===== src/rtl/adc_config_sequencer_pkg.sv =====
// Shared encodings for the ADC configuration sequencer: FSM states, serializer
// status bit positions and command-table field layout.
package adc_config_sequencer_pkg;

    typedef enum logic [2:0] {
        IDLE      = 3'd0,
        ISSUE     = 3'd1,
        WAIT_ACK  = 3'd2,
        WAIT_DONE = 3'd3,
        GAP       = 3'd4
    } seqState_t;

    localparam int SER_BUSY_HI = 31;
    localparam int SER_BUSY_LO = 30;

    localparam int MASK_HI = 25;
    localparam int MASK_LO = 24;
    localparam int WORD_W  = 24;
    localparam int ENTRY_W = 26;

    // Serializer control word: ADC2/ADC1 select in the top two bits, payload in the low 24.
    function automatic logic [31:0] buildSerData(input logic [ENTRY_W-1:0] entry);
        return {entry[MASK_HI], entry[MASK_LO], 6'b000000, entry[WORD_W-1:0]};
    endfunction

endpackage


===== src/rtl/adc_cmd_table.sv =====
// Command table: register array with one write port and a combinational read.
// Contents are deliberately not reset.
module adc_cmd_table
    import adc_config_sequencer_pkg::*;
#(
    parameter int ADDR_W = 4
) (
    input  logic               CLK,
    input  logic               wrEn,
    input  logic [ADDR_W-1:0]  wrAddr,
    input  logic [ENTRY_W-1:0] wrData,
    input  logic [ADDR_W-1:0]  rdAddr,
    output logic [ENTRY_W-1:0] rdData
);

    logic [ENTRY_W-1:0] mem [2**ADDR_W];

    always_ff @(posedge CLK) begin
        if (wrEn) begin
            mem[wrAddr] <= wrData;
        end
    end

    assign rdData = mem[rdAddr];

endmodule


===== src/rtl/adc_config_sequencer.sv =====
// Walks the command table, writing each entry to the ADC configuration serializer,
// polling its busy bits for completion and spacing commands by a fixed gap.
module adc_config_sequencer
    import adc_config_sequencer_pkg::*;
#(
    parameter int ADDR_W         = 4,
    parameter int GAP_CYCLES     = 16,
    parameter int ACK_CYCLES     = 4,
    parameter int TIMEOUT_CYCLES = 65535
) (
    input  logic              CLK,
    input  logic              RSTb,
    input  logic              TBL_WE,
    input  logic [ADDR_W-1:0] TBL_ADDR,
    input  logic [25:0]       TBL_WDATA,
    input  logic              GO,
    input  logic [ADDR_W:0]   COUNT,
    input  logic              ABORT,
    output logic              SER_CEb,
    output logic              SER_WEb,
    output logic [31:0]       SER_DATA,
    input  logic [31:0]       SER_STATUS,
    output logic              BUSY,
    output logic              DONE,
    output logic              ERR_TIMEOUT,
    output logic [ADDR_W:0]   CUR_INDEX
);

    localparam logic [ADDR_W:0] DEPTH_CNT = (ADDR_W+1)'(2**ADDR_W);

    seqState_t          state;
    logic [ADDR_W:0]    numEntries;
    logic [31:0]        timer;
    logic               skipGap;
    logic               finishEmpty;
    logic [ENTRY_W-1:0] entry;
    logic               serBusy;
    logic               unusedStatusBits;

    assign serBusy          = |SER_STATUS[SER_BUSY_HI:SER_BUSY_LO];
    assign unusedStatusBits = ^SER_STATUS[SER_BUSY_LO-1:0];

    adc_cmd_table #(.ADDR_W(ADDR_W)) uTable (
        .CLK    (CLK),
        .wrEn   (TBL_WE && !BUSY),
        .wrAddr (TBL_ADDR),
        .wrData (TBL_WDATA),
        .rdAddr (CUR_INDEX[ADDR_W-1:0]),
        .rdData (entry)
    );

    always_ff @(posedge CLK or negedge RSTb) begin
        if (!RSTb) begin
            state       <= IDLE;
            SER_CEb     <= 1'b1;
            SER_WEb     <= 1'b1;
            SER_DATA    <= '0;
            BUSY        <= 1'b0;
            DONE        <= 1'b0;
            ERR_TIMEOUT <= 1'b0;
            CUR_INDEX   <= '0;
            numEntries  <= '0;
            timer       <= '0;
            skipGap     <= 1'b0;
            finishEmpty <= 1'b0;
        end else if (ABORT) begin
            // Serializer finishes any frame it already started; we just stop feeding it.
            state       <= IDLE;
            BUSY        <= 1'b0;
            SER_CEb     <= 1'b1;
            SER_WEb     <= 1'b1;
            finishEmpty <= 1'b0;
        end else begin
            SER_CEb <= 1'b1;
            SER_WEb <= 1'b1;
            case (state)
                IDLE: begin
                    if (finishEmpty) begin
                        DONE        <= 1'b1;
                        finishEmpty <= 1'b0;
                    end
                    if (GO) begin
                        DONE        <= 1'b0;
                        ERR_TIMEOUT <= 1'b0;
                        CUR_INDEX   <= '0;
                        numEntries  <= (COUNT > DEPTH_CNT) ? DEPTH_CNT : COUNT;
                        if (COUNT == '0) begin
                            finishEmpty <= 1'b1;
                        end else begin
                            BUSY  <= 1'b1;
                            state <= ISSUE;
                        end
                    end
                end
                ISSUE: begin
                    timer <= '0;
                    if (entry[MASK_HI:MASK_LO] == 2'b00) begin
                        CUR_INDEX <= CUR_INDEX + 1'b1;
                        skipGap   <= 1'b1;
                        state     <= GAP;
                    end else begin
                        SER_CEb  <= 1'b0;
                        SER_WEb  <= 1'b0;
                        SER_DATA <= buildSerData(entry);
                        state    <= WAIT_ACK;
                    end
                end
                WAIT_ACK: begin
                    if (serBusy) begin
                        timer <= '0;
                        state <= WAIT_DONE;
                    end else if (timer == 32'(ACK_CYCLES - 1)) begin
                        ERR_TIMEOUT <= 1'b1;
                        BUSY        <= 1'b0;
                        state       <= IDLE;
                    end else begin
                        timer <= timer + 32'd1;
                    end
                end
                WAIT_DONE: begin
                    if (!serBusy) begin
                        CUR_INDEX <= CUR_INDEX + 1'b1;
                        timer     <= '0;
                        skipGap   <= 1'b0;
                        state     <= GAP;
                    end else if (timer == 32'(TIMEOUT_CYCLES - 1)) begin
                        ERR_TIMEOUT <= 1'b1;
                        BUSY        <= 1'b0;
                        state       <= IDLE;
                    end else begin
                        timer <= timer + 32'd1;
                    end
                end
                GAP: begin
                    if (skipGap || timer == 32'(GAP_CYCLES - 1)) begin
                        if (CUR_INDEX == numEntries) begin
                            DONE  <= 1'b1;
                            BUSY  <= 1'b0;
                            state <= IDLE;
                        end else begin
                            state <= ISSUE;
                        end
                    end else begin
                        timer <= timer + 32'd1;
                    end
                end
                default: state <= IDLE;
            endcase
        end
    end

endmodule


===== config.mk =====
export PLATFORM = sky130hd
export DESIGN_NAME = adc_config_sequencer
export DESIGN_NICKNAME = d
export VERILOG_FILES = /design/src/rtl/adc_config_sequencer_pkg.sv /design/src/rtl/adc_cmd_table.sv /design/src/rtl/adc_config_sequencer.sv
export SDC_FILE = /design/constraint.sdc
export NUM_CORES = 1
export LEC_CHECK = 0
export ABC_AREA = 1
export BUFFER_PORTS_ARGS = -buffer_cell sky130_fd_sc_hd__clkbuf_2
export CAP_MARGIN = 0
export CORE_ASPECT_RATIO = 1.4
export CORE_MARGIN = 4
export CORE_UTILIZATION = 46
export DETAILED_ROUTE_END_ITERATION = 10
export PLACE_DENSITY_LB_ADDON = 0.12
export SLEW_MARGIN = 20
export SYNTH_ARGS = -nofsm -noshare
export SYNTH_HDL_FRONTEND = slang
export SYNTH_SLANG_ARGS = --single-unit

===== constraint.sdc =====
create_clock -name CLK -period 2.9 [get_ports CLK]
set_input_delay 0.29 -clock CLK [delete_from_list [all_inputs] [get_ports CLK]]
set_output_delay 0.29 -clock CLK [all_outputs]
set_load 0.05 [all_outputs]

# --- Word level (Yosys, flattened, before mapping) ---
# Memory sizes are Yosys's and may differ from the RTL's.
# Cells that the tools add are included.
word_totals:
  n_memories: 1
  reg_bits: 77
  mem_bits_rw: 416
  output_inout_bits: 42
classes:
  reduce_logical: 23
  addsub: 2
  eq_ne: 31
  mux: 55
  bitwise: 2
  magnitude_cmp: 1
memory_table:
  columns: ["name", "depth", "word_bits", "read_ports", "rd_ports_with_merged_regs", "write_ports", "line", "text"]
  rows:
  - ["uTable.mem", 16, 26, 1, 0, 1, "adc_cmd_table.sv:16", "logic [ENTRY_W-1:0] mem [2**ADDR_W];"]
op_table:
  columns: ["op", "n"]
  rows:
  - ["$mux W32", 5]
  - ["$pmux W32 S4", 1]
  - ["$ne A3 B3 Y1 const B", 11]
  - ["$add A32 B1 Y32 const B", 1]
  - ["$eq A32 B16 Y1 const B", 1]
  - ["$eq A32 B2 Y1 const B", 1]
  - ["$eq A32 B4 Y1 const B", 1]
  - ["$mux W1", 30]
  - ["$mux W3", 9]
  - ["$mux W5", 4]
  - ["$ne A2 B2 Y1 const B", 10]
  - ["$reduce_and A5 Y1", 4]
  - ["$pmux W3 S5", 1]
  - ["$pmux W5 S3", 1]
  - ["$reduce_and A9 Y1", 1]
  - ["$ne A4 B4 Y1 const B", 2]
  - ["$reduce_and A7 Y1", 1]
  - ["$eq A3 B2 Y1 const B", 2]
  - ["$reduce_and A3 Y1", 2]
  - ["$reduce_bool A2 Y1", 3]
  - ["$reduce_bool A3 Y1", 2]
  - ["$add A5 B1 Y5 const B", 1]
  - ["$eq A5 B5 Y1", 1]
  - ["$gt A5 B5 Y1 const B", 1]
  - ["other kinds (16)", 18]

# --- Logic depth before layout (Yosys ltp) ---
logic_depth:
  depth_word: 5
  depth_mapped: 15
  mapped_depth_nobuf: 13

# --- Hierarchy ---
# A second synthesis with hierarchy kept.
unflattened:
  hier_cells: 2489
  hier_area_um2: 23040.8
by_module_without_submodules:
  columns: ["mod", "area_each_um2", "cells_each", "instances"]
  rows:
  - ["adc_cmd_table", 17793.3, 1701, 1]
  - ["adc_config_sequencer", 5247.5, 788, 1]

# --- Worst setup path after synthesis ---
# Ideal clock, no wire load.
synth_path:
  kind: "flip-flop to flip-flop"
  startpoint: "reg BUSY"
  endpoint: "mem uTable.mem[11][0], enable pin"
  required_ns: 2.491
  t_arrival_ns: 2.100
  path_buffers: 0
  slack_ns: 0.391
  path_stages_with_launch: 4
  setup_ns: 0.409
  cell_sequence: "dfrtp_1 nor2_1 nand3_1 nor2_1"
synth_between:
  elab_chain_cells: 4
synth_rtl:
  columns: ["element", "line", "text"]
  rows:
  - ["from (decl)", "adc_config_sequencer.sv:23", "output logic BUSY,"]
  - ["from (signal assigned)", "adc_config_sequencer.sv:58", "BUSY <= 1'b0;"]
  - ["from (signal assigned)", "adc_config_sequencer.sv:69", "BUSY <= 1'b0;"]
  - ["from (signal assigned)", "adc_config_sequencer.sv:90", "BUSY <= 1'b1;"]
  - ["$logic_not A1 Y1", "adc_config_sequencer.sv:45", ".wrEn (TBL_WE && !BUSY),"]
  - ["$logic_and A1 B1 Y1", "adc_config_sequencer.sv:45", null]
  - ["$mux W1", "adc_cmd_table.sv:19", "if (wrEn) begin"]
  - ["$mux W1 (implied by the code)", "adc_cmd_table.sv:20", "mem[wrAddr] <= wrData;"]
  - ["to (decl)", "adc_cmd_table.sv:16", null]
# Every way passes these cells.

# --- Worst setup path in the final report ---
layout_path:
  startpoint: "reg CUR_INDEX[0]"
  endpoint: "reg SER_DATA[3]"
layout_between:
  elab_chain_cells: 4
layout_rtl:
  columns: ["element", "line", "text"]
  rows:
  - ["from (decl)", "adc_config_sequencer.sv:26", "output logic [ADDR_W:0] CUR_INDEX"]
  - ["from (signal assigned)", "adc_config_sequencer.sv:98", "CUR_INDEX <= CUR_INDEX + 1'b1;"]
  - ["from (signal assigned)", "adc_config_sequencer.sv:122", "CUR_INDEX <= CUR_INDEX + 1'b1;"]
  - ["$mem_v2 Z16 W26 *", null, null]
  - ["$logic_not A2 Y1", "adc_config_sequencer.sv:97", "if (entry[MASK_HI:MASK_LO] == 2'b00) begin"]
  - ["$not A1 Y1 (no source line)", null, null]
  - ["$reduce_and A3 Y1 (no source line)", null, null]
  - ["to (signal assigned)", "adc_config_sequencer.sv:104", "SER_DATA <= buildSerData(entry);"]
  - ["to (decl)", "adc_config_sequencer.sv:21", "output logic [31:0] SER_DATA,"]
# Every way passes the cells marked *; elsewhere a longest branch is shown, timed or not.
# A chain may end at the register's enable or synchronous reset.

==> impl_metrics.csv <==
group,metric,value,unit
yosys,synth_top_area_cell,"edfxtp_1",
worst_setup_path,r2r_slack,0.31,ns
global_routing,grt_pass1_vias,15583,
timing,min_period,2.59,ns
worst_hold_path,hp-class,"input port to register",
power,power_density,840,nW/µm²
timing,setup_viol,0,
finish,drive_above_1_share,11.1,%
timing,fin_crit_sh,89.2,%
yosys,yosys_warnings,0,
clocking,clkSlewWorstSetupHoldPaths,0.06,ns
place,portBuffers,77,
clocking,post_cts_buffers,0,
finish,area_growth,13.1,%
drt,final_antenna_net_count,0,
global_routing,grt_max_degree,109,
floorplan,num_rows,93,
drt,routed-via-count,15540,
finish,fin_nets,2195,
timing,tightestPinTransition,0.806,ns
floorplan,ios,114,
clocking,clock_path_buffers,3,
yosys,synth_top_family_by_area,"simple AND/OR/NAND/NOR gates",
place,dp_hpwl,32500,µm
finish,nFillCells,4095,
timing,slew_violations,0,
yosys,synth-compound-area-share,9.15,%
worst_setup_path,crit_type,"register to register",
worst_setup_path,critical_path_arrival,3.05,ns
worst_setup_path,r2r_cells,12,
global_routing,grt_overflow,0,
yosys,ys_seq_elements,493,
finish,layout_common_cells,"416 x edfxtp_1, 365 x nor2_1, 359 x nand2_1, 192 x o21ai_0, 158 x nand3_1",
drt,drt_iter0_markers,1091,
worst_setup_path,crit_required,3.36,ns
yosys,synth.distinct_cells,37,
yosys,ys_seq_area_share,66.7,%
yosys,yosys.area_share.xor_xnor,0.324,%
worst_hold_path,min_delay_path_depth,1,
global_routing,antenna_found_initial,1,
floorplan,die_h,264,µm
timing,fin_ws,0.313,ns
floorplan,start_util,46.8,%
job,max-cap-violations,0,
worst_setup_path,cp-start-kind,"register",
clocking,cts_sinks,493,
drt,drcViolationCount,0,
finish,fin_util,52.9,%
worst_hold_path,min_from,"TBL_WDATA[6]",
power,peakVddDrop,701,µV
worst_setup_path,critPathMaxFanout,40,
yosys,synth_area,21600,µm²
finish,antenna_cells,0,
worst_setup_path,reg2reg_to,"SER_DATA[3]",
clocking,htreeDepth,2,
place,dp_slack,0.280,ns
drt,routed_wl,57000,µm
timing,timing.fmax,387,MHz
timing,rsz0062_at_grt,"false",
global_routing,grt_pass1_wl,88100,µm
timing,fin_hold_ws,0.0948,ns
worst_hold_path,hold_end,"uTable.mem[5][6]",
yosys,synth_top_area_share,57.8,%
floorplan,coreArea,46200,µm²
clocking,cts_buffers,48,
timing,skew,0.0157,ns
clocking,insertion_delay,0.58,ns
drt,avgViaCountPerCell,5.60,
clocking,cts-root-buf,"clkbuf_16",
yosys,synthMuxAreaShare,0,%
place,gp_congestion,0.883,
clocking,cts_tree,"yes",
drt,routedWlPerCell,20.5,µm
worst_setup_path,r2r-start,"CUR_INDEX[0]",
global_routing,track_usage,22.4,%
status,outcome,"complete, no violations",
yosys,synth_cells,2060,
timing,timing_hold_violations_final,0,
finish,final_common_cell,"edfxtp_1",
floorplan,dieArea,50600,µm²
floorplan,fp.dieW,191,µm
timing,tns,0,ns
yosys,avgSynthCellArea,10.5,µm²
drt,dr.pass1.iters,7,
timing,slew_headroom,46.3,%
worst_setup_path,worstSetupEndpointType,"register",
yosys,synth_fa_ha_area_share,0.174,%
power,p_leak,8.95,nW
yosys,synth.area.top_cells,"edfxtp_1 58%, dfrtp_1 8.8%, nor2_1 6.7%, nand2_1 6.2%, o21ai_0 4.4%",
yosys,yosys.area_share.simple,19.2,%
-- worst max-delay path, cell delays in order, from the launching register on --
cell	delay [ns]
dfrtp_4	0.56
inv_6	0.30
nand2_1	0.09
nand2_1	0.07
nand2_1	0.05
nand3_1	0.11
nand2_1	0.07
nor2_1	0.14
nor2_2	0.06
nand2_4	0.28
nand3_4	0.46
nand2_1	0.18
nand2_1	0.09
-- area by class of cell --
class	instances	area, µm²	area share, %
repair buffers	126	900	3.68
flip-flops and latches	493	14400	59.0
inverters	95	362	1.48
clock buffers	67	1330	5.45
clock inverters	22	253	1.03
multi-input cells	1356	6390	26.1
well taps	617	772	3.16
-- metrics by stage --
| step | cells | power, mW | instance area, µm² |
|---|---|---|---|
| 2_1_floorplan | 2065 | 12.8 | 21600 |
| 3_3_place_gp | 2681 | 14.3 | 22800 |
| 3_5_place_dp | 2681 | 14.4 | 22800 |
| 4_1_cts | 2776 | 20.7 | 24400 |
| 5_1_grt | 2776 | 21.6 | 24400 |
| 6_report | 2776 | 20.5 | 24400 |
-- flip-flops by register name, summed over array words and instances, names as in the netlist, 3 cells and up --
name and count:
uTable.mem 416, timer 32, SER_DATA 26, CUR_INDEX 5
numEntries 5, state 3
-- cells in the mapped netlist, drive strengths merged --
master,count
nand3,159
ha,3
o211ai,54
dfrtp,76
clkinv,1
nor2,389
xor2,6
clkbuf,63
a32o,1
dfstp,1
a21o,1
o21ai,237
buf,58
o22ai,50
inv,94
nand2,363
xnor2,2
edfxtp,416
a21oi,9
a31oi,1
nor3,4
nand4,71
conb,1
-- cells by family after synthesis --
family	after synthesis
AOI/OAI and AO/OA	353
buffers and inverters	216
adders and majority gates	3
xor gates and xnor gates	8
and+or+nand+nor	986
DFF	493
other	1
-- repair_timing --
item / 4_1_cts / 5_1_grt
resized for setup: 0 / 0
hold buffers: 6 / 0
endpoints found under the hold margin: 76 / 0
-- worst max path at each step --
stage / cells after the start / slack, ns / start / endpoint
final: 12 / 0.31 / CUR_INDEX[0] / SER_DATA[3]
after global routing: 12 / 0.09 / CUR_INDEX[0] / SER_DATA[1]
after CTS: 12 / 0.27 / CUR_INDEX[0] / SER_DATA[1]
after detailed placement: 12 / 0.28 / CUR_INDEX[0] / SER_DATA[1]
after global placement: 12 / 0.32 / CUR_INDEX[0] / SER_DATA[10]
after floorplan: 3 / 0.39 / BUSY / uTable.mem[11][0]
-- per-layer routing --
layer	share of wire [%]	GRT usage, %
met5	0.021	0
met2	50	38.6
met3	4.9	3.15
met1	41	28.7
met4	3.9	8.56
-- power by group --
part	switching, mW	leakage (nW)	total (mW)	internal, mW
Combinational	4.31	3.42	5.86	1.55
Sequential	0.272	4.76	8.36	8.09
Clock	2.65	0.772	6.31	3.66
Total	7.23	8.95	20.5	13.3
No activity file was read; power rests on OpenSTA's default activity.
